===== src/rtl/alu_pkg.sv =====
// Shared constants, state encoding and operand helpers for the sequential divider.
package alu_pkg;

  localparam int DIV_WIDTH = 32;
  localparam int DIV_ITERS = DIV_WIDTH;
  localparam int CNT_WIDTH = $clog2(DIV_ITERS);

  typedef logic [DIV_WIDTH-1:0] word_t;

  typedef enum logic [1:0] {
    ST_IDLE   = 2'd0,
    ST_CALC   = 2'd1,
    ST_FIX    = 2'd2,
    ST_FINISH = 2'd3
  } div_state_e;

  // Absolute value for signed operation; unsigned operands pass straight through.
  function automatic word_t magnitude(input word_t value, input logic is_signed);
    return (is_signed && value[DIV_WIDTH-1]) ? -value : value;
  endfunction

endpackage


===== src/rtl/div_step.sv =====
// One restoring-division iteration: shift in a dividend bit, trial subtract, keep or restore.
module div_step
  import alu_pkg::*;
(
  input  logic [DIV_WIDTH-1:0] rem_in,
  input  logic [DIV_WIDTH-1:0] divisor,
  input  logic                 dividend_msb,
  output logic [DIV_WIDTH-1:0] rem_out,
  output logic                 quo_bit
);

  logic [DIV_WIDTH:0]   shifted;
  logic [DIV_WIDTH-1:0] diff;

  assign shifted = {rem_in, dividend_msb};
  assign quo_bit = (shifted >= {1'b0, divisor});
  // When the subtract is taken the result is below the divisor, so 32 bits suffice.
  assign diff    = shifted[DIV_WIDTH-1:0] - divisor;
  assign rem_out = quo_bit ? diff : shifted[DIV_WIDTH-1:0];

endmodule


===== src/rtl/seq_divider.sv =====
// Multi-cycle signed/unsigned 32-bit divider: one restoring step per cycle, fixed latency.
module seq_divider
  import alu_pkg::*;
(
  input  logic                 clk,
  input  logic                 rst_n,
  input  logic                 start,
  input  logic                 signed_op,
  input  logic [DIV_WIDTH-1:0] a,
  input  logic [DIV_WIDTH-1:0] b,
  output logic                 busy,
  output logic                 done,
  output logic [DIV_WIDTH-1:0] low,
  output logic [DIV_WIDTH-1:0] high,
  output logic                 div_by_zero
);

  localparam logic [CNT_WIDTH-1:0] LAST_ITER = CNT_WIDTH'(DIV_ITERS - 1);

  div_state_e           state_q, state_d;
  logic [CNT_WIDTH-1:0] count_q;
  word_t                quo_q;
  word_t                divisor_q;
  word_t                rem_q;
  word_t                a_q;
  logic                 neg_quo_q;
  logic                 neg_rem_q;
  logic                 dbz_q;

  logic                 load_en, step_en, fix_en, finish_en;
  word_t                step_rem;
  logic                 step_bit;

  div_step u_div_step (
    .rem_in       (rem_q),
    .divisor      (divisor_q),
    .dividend_msb (quo_q[DIV_WIDTH-1]),
    .rem_out      (step_rem),
    .quo_bit      (step_bit)
  );

  // NOTE: sequential state uses non-blocking assignments so every flop samples pre-edge values.
  always_ff @(posedge clk or negedge rst_n) begin
    if (!rst_n) state_q <= ST_IDLE;
    else        state_q <= state_d;
  end

  // NOTE: every combinational output gets a default first so no path can infer a latch.
  always_comb begin
    state_d = state_q;
    unique case (state_q)
      ST_IDLE:   if (start) state_d = ST_CALC;
      ST_CALC:   if (count_q == LAST_ITER) state_d = ST_FIX;
      ST_FIX:    state_d = ST_FINISH;
      ST_FINISH: state_d = ST_IDLE;
      default:   state_d = ST_IDLE;
    endcase
  end

  always_comb begin
    load_en   = 1'b0;
    step_en   = 1'b0;
    fix_en    = 1'b0;
    finish_en = 1'b0;
    busy      = (state_q != ST_IDLE);
    unique case (state_q)
      ST_IDLE:   load_en   = start;
      ST_CALC:   step_en   = 1'b1;
      ST_FIX:    fix_en    = 1'b1;
      ST_FINISH: finish_en = 1'b1;
      default:   ;
    endcase
  end

  // Working registers: quo_q starts as the dividend magnitude and fills with quotient bits.
  // NOTE: the datapath is a handful of flops, not a memory, so all of it takes the async reset.
  always_ff @(posedge clk or negedge rst_n) begin
    if (!rst_n) begin
      count_q   <= '0;
      quo_q     <= '0;
      divisor_q <= '0;
      rem_q     <= '0;
      a_q       <= '0;
      neg_quo_q <= 1'b0;
      neg_rem_q <= 1'b0;
      dbz_q     <= 1'b0;
    end else if (load_en) begin
      count_q   <= '0;
      quo_q     <= magnitude(a, signed_op);
      divisor_q <= magnitude(b, signed_op);
      rem_q     <= '0;
      a_q       <= a;
      neg_quo_q <= signed_op & (a[DIV_WIDTH-1] ^ b[DIV_WIDTH-1]);
      neg_rem_q <= signed_op & a[DIV_WIDTH-1];
      dbz_q     <= (b == '0);
    end else if (step_en) begin
      count_q   <= count_q + CNT_WIDTH'(1);
      quo_q     <= {quo_q[DIV_WIDTH-2:0], step_bit};
      rem_q     <= step_rem;
    end else if (fix_en) begin
      if (dbz_q) begin
        quo_q <= '1;
        rem_q <= a_q;
      end else begin
        quo_q <= neg_quo_q ? -quo_q : quo_q;
        rem_q <= neg_rem_q ? -rem_q : rem_q;
      end
    end
  end

  // Result registers only change in FINISH, so they hold steady across a whole operation.
  always_ff @(posedge clk or negedge rst_n) begin
    if (!rst_n) begin
      done        <= 1'b0;
      low         <= '0;
      high        <= '0;
      div_by_zero <= 1'b0;
    end else begin
      done <= finish_en;
      if (finish_en) begin
        low         <= quo_q;
        high        <= rem_q;
        div_by_zero <= dbz_q;
      end
    end
  end

endmodule


===== config.mk =====
export PLATFORM = sky130hd
export DESIGN_NAME = seq_divider
export DESIGN_NICKNAME = d
export VERILOG_FILES = /design/src/rtl/alu_pkg.sv /design/src/rtl/div_step.sv /design/src/rtl/seq_divider.sv
export SDC_FILE = /design/constraint.sdc
export NUM_CORES = 1
export LEC_CHECK = 0
export BUFFER_PORTS_ARGS = -buffer_cell sky130_fd_sc_hd__buf_2
export CAP_MARGIN = 20
export CORE_MARGIN = 10
export CORE_UTILIZATION = 40
export DETAILED_ROUTE_END_ITERATION = 16
export GPL_TIMING_DRIVEN = 0
export PLACE_DENSITY_LB_ADDON = 0.12
export SETUP_SLACK_MARGIN = 0.05
export SLEW_MARGIN = 30
export SYNTH_ARGS = -nofsm -noshare
export SYNTH_HDL_FRONTEND = slang
export SYNTH_SLANG_ARGS = --single-unit
export TNS_END_PERCENT = 10

===== constraint.sdc =====
create_clock -name clk -period 3.5 [get_ports clk]
set_input_delay 0.525 -clock clk [delete_from_list [all_inputs] [get_ports clk]]
set_output_delay 0.525 -clock clk [all_outputs]
set_load 0.03 [all_outputs]

==> qor.yml <==
outcome:
  run_status: "finished clean"
critical_path:
  worstSetupStartpointType: "flop"
  path_max_fanout: 5
  critical_path_class: "flop to flop"
  crit_arrival_ns: 3.78
  r2r_cells: 11
  cp-end-kind: "flop"
  worstPathRequired_ns: 3.92
timing:
  rsz0062_at_grt: "yes"
  finalHoldViolCount: 0
  finClkSkew_ns: 0.0240
  tightestPinTransition_ns: 0.997
  fmax_ghz: 0.298
  finalCritPeriodShare_pct: 96.0
  layout_min_cycle_time_ns: 3.36
  slew_viol_final: 0
  setup_viol: 0
  slew_headroom_pct: 33.5
final_layout:
  nets: 1863
  final_cell_mix: "nand2_1 (247), dfrtp_1 (201), buf_2 (140)"
  final_cells: 2219
  synthToLayoutAreaGrowth_pct: 18.0
  layout_commonest_cell: "nand2_1"
  layout-drive-gt1-share_pct: 17.7
synthesis:
  synth_warnings: 0
  netlist_instances: 1586
  async_flop_share_pct: 100
  ys_top_cells_by_area: "dfrtp_1 (38%), nand2_1 (6.9%), mux2_2 (6.1%)"
  syn-cell-area_um2: 13400
  synth_fa_ha_area_share_pct: 4.16
  synth_nets: 1698
  synth-compound-area-share_pct: 20.9
  synthXorXnorAreaFrac_pct: 6.46
  seq_area_frac_synth_pct: 38.0
  ys_ff_latch: 204
  synth_flop_cell: "dfrtp_1"
  yosys.cell_types.count: 78
  synth-simple-area-share_pct: 18.2
  syn_area_per_cell_um2: 8.47
  synth_top_area_share_pct: 38.0
  synth_edf_count: 0
  synth_top_area_cell: "dfrtp_1"
  synth_mux_area_share_pct: 7.61
  synth_top_family_by_area: "compound AO/OA/AOI/OAI gates"
clocking:
  cts_tree: "done"
  htree_num_levels: 1
  ctsRootBufferMaster: "clkbuf_16"
  clkLatencyLatePin_ns: 0.55
  cts.sinks: 204
  clockBufferDepth: 3
  numCtsBuffers: 25
  clk_pin_slew_ns: 0.07
place:
  port_buffers: 134
  dpl.cell_count: 2171
  place.gp.congestion: 0.942
  dp_hpwl_um: 37700
routing:
  routed_via_density: 5.84
  antenna_left: 0
  vias: 13000
  wl_per_cell_um: 22.3
  wl_um: 49500
  drc: 0
  drtPass1Iterations: 5
  drt_iter0_drc: 1175
power_and_ir_drop:
  power.leakage_uw: 0.00688
  power.total_uw: 19300
  max-vdd-ir-drop_mv: 0.564
  p_per_area_nw_per_um2: 1220
floorplan:
  chipHeight_um: 203
  design.die.area_um2: 41300
  dieWidth_um: 203
  pin_count: 135
  fp-row-count: 67
  start_util_pct: 40.2
  core_um2: 33400
global_routing:
  grt_start_max_net_pins: 72
  grt_antenna_before_repair: 4
  grt_usage_pct: 23.3
  grt_pass1_vias: 12700
  grt-ovfl-total: 0
  grt_pass1_wl_um: 75500
worst_hold_path:
  holdCritPathClass: "input port to flop"
  holdPathStages: 3
run:
  maxCapViolations: 0
[synthesized netlist by cell type, types with 6 or more instances]
| library cell | number |
|---|---|
| a211oi_1 | 13 |
| a21o_1 | 26 |
| a21oi_1 | 103 |
| a221oi_1 | 13 |
| a31oi_1 | 34 |
| and2_1 | 6 |
| and3_1 | 8 |
| buf_1 | 11 |
| buf_2 | 8 |
| clkbuf_1 | 70 |
| dfrtp_1 | 204 |
| ha_1 | 43 |
| inv_1 | 65 |
| mux2_2 | 73 |
| mux2i_1 | 20 |
| nand2_1 | 247 |
| nand2b_1 | 7 |
| nand3_1 | 28 |
| nand4_1 | 14 |
| nor2_1 | 123 |
| nor3_1 | 44 |
| nor3b_1 | 6 |
| nor4_1 | 17 |
| o211ai_1 | 9 |
| o21a_1 | 7 |
| o21ai_0 | 139 |
| o221ai_1 | 14 |
| o22ai_1 | 17 |
| o31ai_1 | 12 |
| o41ai_1 | 6 |
| or3_1 | 14 |
| xnor2_1 | 55 |
| xor2_1 | 44 |
[final cells by class]
cell class | instances | area, um^2
Timing Repair Buffer | 141 | 796
Clock inverter | 14 | 255
Tap cell | 448 | 561
Fill cell | 3422 | 17500
Clock buffer | 31 | 678
Inverter | 66 | 248
Sequential cell | 204 | 5110
Antenna cell | 2 | 5.00
Multi-Input combinational cell | 1224 | 7820
Buffer | 89 | 377
[final timing paths]
| kind | startpoint | end | slack, ns |
|---|---|---|---|
| max in group asynchronous | rst_n | divisor_q[5] | 2.08 |
| worst max register to register | quo_q[0] | quo_q[30] | 0.14 |
| worst max-delay path | quo_q[0] | quo_q[30] | 0.14 |
| min in group asynchronous | rst_n | low[21] | 0.45 |
| worst min register to register | neg_quo_q | neg_quo_q | 0.47 |
| worst min-delay path | a[17] | a_q[17] | 0.24 |
[flip-flops by register name (all words and copies together), names as in the netlist]
signal	cells
state_q	2
high	32
a_q	32
count_q	5
neg_quo_q	1
neg_rem_q	1
done	1
rem_q	32
div_by_zero	1
dbz_q	1
divisor_q	32
low	32
quo_q	32
[worst max-delay path, cell delays in order (launching register included)]
cell	delay [ns]
dfrtp_2	0.50
inv_1	0.11
ha_1	0.20
nor3b_4	0.30
nand4b_1	0.30
or2_2	0.43
nor4_4	0.34
inv_1	0.16
nor4_1	0.27
mux2_2	0.36
o221ai_1	0.16
nand2_1	0.09
[per-stage QoR]
step	setup slack, ns	util [%]	cell area, um^2	hold slack [ns]	setup TNS [ns]
3_5_place_dp	-0.499	44.2	14800	0.428	-8.47
6_report	0.140	47.5	15800	0.244	0
5_1_grt	0.00426	47.5	15800	0.244	0
4_1_cts	0.0527	47.2	15700	0.221	0
2_1_floorplan	0.541	-	13400	0.229	0
3_3_place_gp	-1.75	43.9	14700	0.449	-357.01
[per-layer routing]
metal	global-route usage [%]	wire, um	up-vias
met5	0	14	-
met4	4.85	830	4
met3	5.22	4050	66
met2	36.4	22000	491
met1	32.4	22600	6363
li1	-	-	6034
[what timing repair did]
action / in CTS / in global routing
gates resized for setup: 12 / 24
gates cloned: 0 / 0
endpoints found under the setup margin: 35 / 35
pin swaps: 0 / 1
setup buffers: 0 / 3
hold buffers: 1 / 0
hold endpoints to repair: 36 / 0
[power breakdown]
group | total [uW] | leakage, uW | internal, uW | switching, uW
combinational | 11500 | 0.00398 | 4330 | 7190
clock | 2970 | 0.000457 | 1890 | 1080
sequential | 4820 | 0.00245 | 3560 | 1260
[kinds of logic (layout without fill, tap and decap cells)]
| kind of cell | after synthesis | after routing |
|---|---|---|
| and+or+nand+nor | 541 | 541 |
| AOI/OAI and AO/OA | 447 | 447 |
| DFF | 204 | 204 |
| buffers and inverters | 158 | 341 |
| xor gates and xnor gates | 99 | 99 |
| muxes | 93 | 93 |
| adders and majority gates | 44 | 44 |
| other | 0 | 2 |
(Power assumes the default switching activity.)
